## config.mk

```make
export PLATFORM = sky130hd
export DESIGN_NAME = serial_framer_flat
export DESIGN_NICKNAME = d
export VERILOG_FILES = /design/src/rtl/serial_framer_pkg.sv /design/src/rtl/serial_framer_if.sv /design/src/rtl/baud_divider.sv /design/src/rtl/serial_framer.sv /design/src/flat_wrapper.sv
export SDC_FILE = /design/constraint.sdc
export NUM_CORES = 1
export LEC_CHECK = 0
export ABC_CLOCK_PERIOD_IN_PS = 2600
export CAP_MARGIN = 20
export CORE_UTILIZATION = 52
export DETAILED_ROUTE_END_ITERATION = 6
export GPL_TIMING_DRIVEN = 0
export PLACE_DENSITY = 0.78
export SYNTH_ARGS = -nofsm -noshare
export SYNTH_HDL_FRONTEND = slang
export SYNTH_SLANG_ARGS = --single-unit
```

## constraint.sdc

```tcl
create_clock -name clk -period 2.6 [get_ports clk]
set_input_delay 0.26 -clock clk [delete_from_list [all_inputs] [get_ports clk]]
set_output_delay 0.26 -clock clk [all_outputs]
set_load 0.01 [all_outputs]
```

## src/rtl/serial_framer_pkg.sv

```systemverilog
// Shared types and helpers for the serial framer: FSM state encoding and frame length.
package serial_framer_pkg;

    typedef enum logic [2:0] {
        IDLE   = 3'd0,
        START  = 3'd1,
        DATA   = 3'd2,
        PARITY = 3'd3,
        STOP   = 3'd4
    } state_t;

    // Total clk cycles of one frame: start + payload + optional parity + stop, each DIV long.
    function automatic int frame_len(input int n, input int div, input int parity_en);
        return (n + 2 + parity_en) * div;
    endfunction

endpackage

```

## src/rtl/serial_framer_if.sv

```systemverilog
// Parallel word handshake into the serial framer.
// A word transfers on a rising clk edge where din_valid and din_ready are both 1; din is only sampled then.
interface serial_framer_if #(
    parameter int N = 8
);
    logic [N-1:0] din;
    logic         din_valid;
    logic         din_ready;

    modport master (output din, output din_valid, input din_ready);
    modport slave  (input din, input din_valid, output din_ready);
endinterface

```

## src/rtl/baud_divider.sv

```systemverilog
// Bit-period timer: tick is high during the last of DIV cycles of each serial bit.
// tick_next is the value tick takes after the coming edge, so callers can register pulses that align with it.
module baud_divider #(
    parameter int DIV = 4
) (
    input  logic clk,
    input  logic reset,
    input  logic en,
    input  logic restart,
    output logic tick,
    output logic tick_next
);
    localparam int CW = $clog2(DIV) + 1;

    logic [CW-1:0] cnt;
    logic [CW-1:0] cnt_d;

    always_comb begin
        cnt_d     = '0;
        tick_next = 1'b0;
        if (en) begin
            if (restart || tick) begin
                cnt_d     = '0;
                tick_next = (DIV == 1);
            end else begin
                cnt_d     = cnt + CW'(1);
                tick_next = (cnt_d == CW'(DIV - 1));
            end
        end
    end

    always_ff @(posedge clk) begin
        if (!reset) begin
            cnt  <= '0;
            tick <= 1'b0;
        end else begin
            cnt  <= cnt_d;
            tick <= tick_next;
        end
    end
endmodule

```

## src/rtl/serial_framer.sv

```systemverilog
// Serialises N-bit words as start(0), payload LSB first, optional even parity, stop(1),
// each bit held DIV cycles; a word accepted in the last stop cycle starts the next frame with no gap.
module serial_framer
    import serial_framer_pkg::*;
#(
    parameter int N         = 8,
    parameter int DIV       = 4,
    parameter int PARITY_EN = 1
) (
    input  logic           clk,
    input  logic           reset,
    serial_framer_if.slave bus,
    output logic           data,
    output logic           busy,
    output logic           frame_done,
    output state_t         fsm_state
);
    localparam int IW = $clog2(N) + 1;

    state_t        state;
    state_t        next_state;
    logic [IW-1:0] bit_idx;
    logic [N-1:0]  word;
    logic [N-1:0]  shifted;
    logic          tick;
    logic          tick_next;
    logic          accept;
    logic          last_bit;

    assign bus.din_ready = reset && ((state == IDLE) || ((state == STOP) && tick));
    assign accept        = bus.din_valid && bus.din_ready;
    assign last_bit      = (bit_idx == IW'(N - 1));
    assign shifted       = word >> (bit_idx + IW'(1));
    assign fsm_state     = state;

    always_comb begin
        next_state = state;
        case (state)
            IDLE:    if (accept) next_state = START;
            START:   if (tick) next_state = DATA;
            DATA:    if (tick && last_bit) next_state = (PARITY_EN != 0) ? PARITY : STOP;
            PARITY:  if (tick) next_state = STOP;
            STOP:    if (tick) next_state = accept ? START : IDLE;
            default: next_state = IDLE;
        endcase
    end

    baud_divider #(.DIV(DIV)) u_baud (
        .clk       (clk),
        .reset     (reset),
        .en        (next_state != IDLE),
        .restart   (accept),
        .tick      (tick),
        .tick_next (tick_next)
    );

    // data is loaded on the edge that ends the previous bit so it lines up with state.
    always_ff @(posedge clk) begin
        if (!reset) begin
            state      <= IDLE;
            data       <= 1'b1;
            busy       <= 1'b0;
            frame_done <= 1'b0;
            bit_idx    <= '0;
            word       <= '0;
        end else begin
            state      <= next_state;
            busy       <= (next_state != IDLE);
            frame_done <= (next_state == STOP) && tick_next;
            if (accept) begin
                word    <= bus.din;
                data    <= 1'b0;
                bit_idx <= '0;
            end else if (tick) begin
                case (state)
                    START: begin
                        data    <= word[0];
                        bit_idx <= '0;
                    end
                    DATA: begin
                        if (last_bit) begin
                            data <= (PARITY_EN != 0) ? ^word : 1'b1;
                        end else begin
                            data    <= shifted[0];
                            bit_idx <= bit_idx + IW'(1);
                        end
                    end
                    default: data <= 1'b1;
                endcase
            end
        end
    end
endmodule
```

## src/flat_wrapper.sv

```systemverilog
// flat-port wrapper written by rule: the top's interface ports become plain ports
module serial_framer_flat import serial_framer_pkg::*;
#(
    parameter int N         = 8,
    parameter int DIV       = 4,
    parameter int PARITY_EN = 1
)
  (clk, reset, data, busy, frame_done, fsm_state, bus_din, bus_din_valid, bus_din_ready);
  serial_framer_if #(.N(N)) bus_i ();
  input  logic clk;
  input  logic reset;
  output logic data;
  output logic busy;
  output logic frame_done;
  output state_t fsm_state;
  input wire logic [$bits(bus_i.din)-1:0] bus_din;
  input wire logic [$bits(bus_i.din_valid)-1:0] bus_din_valid;
  output wire logic [$bits(bus_i.din_ready)-1:0] bus_din_ready;
  assign bus_i.din = bus_din;
  assign bus_i.din_valid = bus_din_valid;
  assign bus_din_ready = bus_i.din_ready;
  serial_framer #(.N(N), .DIV(DIV), .PARITY_EN(PARITY_EN)) u_core (.clk(clk), .reset(reset), .bus(bus_i), .data(data), .busy(busy), .frame_done(frame_done), .fsm_state(fsm_state));
endmodule
```

## Word-level counts from Yosys, hierarchy flattened

Cells that the tools add are included.

| word-level totals | value |
|---|---|
| output and inout bits | 7 |
| flip-flop bits (word level) | 22 |
| logic and storage cells | 51 |

| operators by class | value |
|---|---|
| reduce and logical (&&, ||, !) cells | 15 |
| add/sub/neg operators | 2 |
| shifts and indexed selects | 1 |
| mux-type cells | 15 |
| equality and inequality tests | 8 |
| bitwise gates (word level) | 2 |

Operators by type and width:

| operator | number |
|---|---|
| $mux W3 | 5 |
| $pmux W3 S5 | 1 |
| $eq A3 B2 Y1 const B | 3 |
| $pmux W4 S2 | 1 |
| $reduce_xor A8 Y1 | 1 |
| $shr A8 B4 Y1 | 1 |
| $eq A3 B3 Y1 const B | 2 |
| $mux W1 | 6 |
| $logic_and A1 B1 Y1 | 5 |
| $add A4 B1 Y4 const B | 1 |
| $eq A4 B3 Y1 const B | 1 |
| $mux W4 | 1 |
| $reduce_bool A2 Y1 | 2 |
| $add A3 B1 Y3 const B | 1 |
| $eq A3 B1 Y1 const B | 1 |
| $logic_not A3 Y1 | 1 |
| $reduce_and A3 Y1 | 1 |
| $reduce_bool A3 Y1 | 1 |
| $reduce_or A3 Y1 | 1 |
| $logic_or A1 B1 Y1 | 2 |
| $ne A2 B2 Y1 const B | 1 |
| $not A1 Y1 | 2 |
| $pmux W1 S2 | 1 |
| $reduce_or A2 Y1 | 1 |

## Depth between registers and ports, before layout

| depth | value |
|---|---|
| word-level depth | 11 |
| gate-level depth with buffers | 6 |
| gate-level depth less buffers | 6 |

## By module

From an unflattened synthesis, not the netlist that was laid out.

| second synthesis, totals | value |
|---|---|
| cell total of the unflattened synthesis | 119 |
| area, all modules | 1,208.7 sq um |

Modules (own cells, without submodules):

| module | cells each | area each (sq um) | instances |
|---|---|---|---|
| serial_framer | 103 | 1,022.2 | 1 |
| baud_divider | 16 | 186.4 | 1 |

## Worst setup path before layout

OpenSTA, ideal clock, no wires.

| timing path | value |
|---|---|
| kind | reg-to-reg |
| start | reg u_core.bit_idx[0] |
| end | reg u_core.data |
| required time | 2.467 ns |
| path slack | 0.646 ns |
| stages on the path, launching flop included | 7 |
| period minus slack after synthesis | 1.954 ns |
| data arrival time | 1.822 ns |
| setup time | 0.133 ns |
| path through | dfxtp_1 -> ha_1 -> mux4_1 -> a221oi_2 -> a31oi_1 -> a221oi_2 -> o211ai_1 |

| between the ends | value |
|---|---|
| longest elaborated chain between the ends | 6 |
| elaborated cells between the ends (all ways) | 7 |
| those cells by class | add/sub: 1; eq/ne: 1; shift: 1; mux: 4 |

RTL lines:

| element | line | RTL |
|---|---|---|
| start, declared | serial_framer.sv:22 | `logic [IW-1:0] bit_idx;` |
| start signal, assigned | serial_framer.sv:85 | `bit_idx <= bit_idx + IW'(1);` |
| $add A4 B1 Y4 | serial_framer.sv:33 | `assign shifted = word >> (bit_idx + IW'(1));` |
| $shr A8 B4 Y1 | serial_framer.sv:33 |  |
| $mux W1 * | serial_framer.sv:81 | `if (last_bit) begin` |
| $pmux W1 S2 * | serial_framer.sv:75 | `case (state)` |
| $mux W1 * | serial_framer.sv:74 | `end else if (tick) begin` |
| $mux W1 * | serial_framer.sv:70 | `if (accept) begin` |
| end signal, assigned | serial_framer.sv:77 | `data <= word[0];` |
| end signal, assigned | serial_framer.sv:82 | `data <= (PARITY_EN != 0) ? ^word : 1'b1;` |
| end signal, assigned | serial_framer.sv:84 | `data <= shifted[0];` |
| end, declared | serial_framer.sv:13 | `output logic data,` |

Mark *: on every way between the ends. The rest lies on a longest branch, timed or not. The select of a mux whose other input is x is not followed.
A chain may end at the register's enable or synchronous reset.

## Final worst setup path

Ends and elaborated chain as after synthesis.

==> impl_results.md <==
- Outcome: finished clean
- Most common cell on crit path: a221oi_2
- Register area share after synthesis: 0.3868
- Clock Tree Buf Depth: 2
- Post-DRT Antenna Nets: 0
- Yosys warnings: 0
- Drt initial violations: 14
- Pleak: 0.5447 nW
- RR Startpoint: u_core.bit_idx[0]
- DR WL/cell: 12.15 um
- Core ar.: 2002 um^2
- Overall Global Routing Usage: 0.1964
- Tmin final: 2.135 ns
- Clk sinks: 22
- Final hold violation count: 0
- Initial antenna violation count: 0
- TritonRoute pass-1 iters: 4
- CP Cell Sequence: ha_1, mux4_1, a221oi_2, a31oi_1, a221oi_2, o211ai_1
- Die Y: 48.80 um
- Max-cap viol count: 0
- Reg-to-Reg End: u_core.data
- CTS tree: done
- Crit start category: flop
- R2R cell count: 6
- IO Pins: 18
- Postcts setup bufs: 0
- Share of layout cells above drive strength 1: 0.08392
- Ranking of synthesized cells by area: dfxtp_1, mux2i_1, nor2b_1
- Mapped Area: 1139 um^2
- Place WS: 0.4803 ns
- HP Class: reg2reg
- # port buffers: 17
- Routed wl met3: 83 um
- Post-Synthesis Net Count: 136
- Placed cells: 166
- Final slew viol count: 0
- Crit Path Max Fanout: 6
- Crit share post-route: 0.8212
- Cts repair resizes: 0
- Synthesized instance count: 122
- Layout net count: 158
- Area grow syn2layout: 21.10%
- Total wire length: 2066 um
- Synthesized flop and latch total: 22
- Instance count on the critical path: 6
- CP max stage cell: mux4_1
- Setup ws final: 0.4649 ns
- Hold path depth: 1
- Final Wtd Congestion: 0.8610
- Critical setup path kind: reg2reg
- Initial Util: 0.5688
- Num rows: 16
- Die X: 48.80 um
- Number of flops mapped to enable cells by yosys: 0
- Hold Startpoint: u_core.u_baud.cnt[0]
- Post-synth top cells: dfxtp_1, nor2b_1, nand2_1
- RSZ-0062 raised after global routing: false
- Final core occ: 0.6888
- First-pass GRT wire length: 3663 um
- Vias in the first global route: 839
- HPWL Detailed: 1509 um
- Num CTS Buffers: 3
- Critical Path End Type: flop
- CP Buf/Inv Count: 0
- Global route overflow: 0
- Yosys top cell by area: dfxtp_1
- Met1 WL: 1003 um
- Cell Count, Final, Fillers Out: 170
- Synth unique cells: 33
- Setup TNS: 0 ns
- R2R setup slack: 0.46 ns
- CTS H-tree depth: 1
- Mapped Avg Cell Area: 9.333 um^2
- Clk_skew: 0.006858 ns
- Async SR Flop Fraction: 0
- Most frequent cell after synthesis: dfxtp_1
- Top Family by Delay on Critical Path: compound AO/OA/AOI/OAI gates
- Die ar.: 2381 um^2
- Top Metal Used: met4
- Root buf cell: clkbuf_4
- Crit path largest cell delay: 0.60 ns
- Primary FF master, synth: dfxtp_1
- PD cells: 467.9 nW/um^2
- Worst path required time: 2.79 ns
- Final instance area: 1379 um^2
- Pin count of the biggest net entering global routing: 13
- Yosys top cell area share: 0.3868
- Vias: 911
- # DRC: 0
- Vias per std cell: 5.359
- FMAX: 468.4 MHz
- Cts hold-fix bufs: 0
- Setup violations, final: 0
- Worst path arrival time: 2.33 ns
- Worst-path clk slew: 0.12 ns
- Worst skew pair latency: 0.31 ns
- Placed cell area: 1343 um^2
- Hold EP: u_core.u_baud.cnt[0]
- Met2 Routed Length: 961 um
- Worst vdd ir: 0.0003674 V
- Worst slew margin: 0.7269
- Antenna Cells: 0
- Slew @ Worst Pin: 0.4082 ns
kinds of logic after synthesis:
| family | count (synthesis) | share of synthesized area |
|---|---|---|
| AO/OA/AOI/OAI | 15 | 0.08901 |
| flip-flops | 22 | 0.3868 |
| AND/OR/NAND/NOR | 54 | 0.2626 |
| buffers and inverters | 6 | 0.02197 |
| adder cells (fa/ha/maj) | 3 | 0.03297 |
| multiplexers | 11 | 0.1220 |
| XOR/XNOR | 11 | 0.08462 |
power by group:
| group | switching [W] | internal (W) | leakage, nW | total, W |
|---|---|---|---|---|
| combinational | 0.0000404 | 0.0000555 | 0.345 | 0.0000959 |
| sequential | 0.0000106 | 0.000349 | 0.179 | 0.000359 |
| clock | 0.000104 | 0.0000856 | 0.0210 | 0.000190 |
| total | 0.000155 | 0.000490 | 0.545 | 0.000645 |
cell type report:
cell class | instances | area, um^2
clock buffer | 4 | 36.28
buffer | 3 | 13.76
fill | 173 | 623.1
tap | 27 | 33.78
inverter | 3 | 11.26
timing repair buffer | 17 | 170.2
multi-input combinational | 94 | 673.1
sequential | 22 | 440.4
sequential cells by signal (all words and copies together), names as in the netlist:
register / flops
u_core.bit_idx: 4
u_core.busy: 1
u_core.data: 1
u_core.frame_done: 1
u_core.fsm_state: 3
u_core.u_baud.cnt: 3
u_core.u_baud.tick: 1
u_core.word: 8
cell usage in the layout (no fill, tap or decap), drive strengths merged, types with 4 or more instances in the layout:
cell type	count
o21ai	5
mux2i	9
nor2	10
a21oi	5
nand3	4
dfxtp	22
nor2b	12
xnor2	8
nand2	11
clkdlybuf4s50	17
clkbuf	5
layer usage:
layer / vias up / track usage
met3: 2 / 0.03738
met5: - / 0
met1: 419 / 0.2724
met2: 25 / 0.3079
li1: 465 / -
met4: 0 / 0.06373
stage by stage:
stage | hold slack (ns) | power [W]
after floorplan | 0.3882 | 0.0004247
after global placement | 0.4306 | 0.0004597
after detailed placement | 0.4382 | 0.0004624
after CTS | 0.4585 | 0.0006522
after global routing | 0.4925 | 0.0006738
final | 0.4608 | 0.0006452
how the worst max path moves through the flow:
stage	startpoint	endpoint	slack [ns]
global placement	u_core.bit_idx[0]	u_core.data	0.52
floorplan	u_core.bit_idx[0]	u_core.data	0.65
detailed placement	u_core.bit_idx[0]	u_core.data	0.48
finish	u_core.bit_idx[0]	u_core.data	0.46
global route	u_core.bit_idx[0]	u_core.data	0.28
CTS	u_core.bit_idx[0]	u_core.data	0.47
No activity file was read; power rests on OpenSTA's default activity.
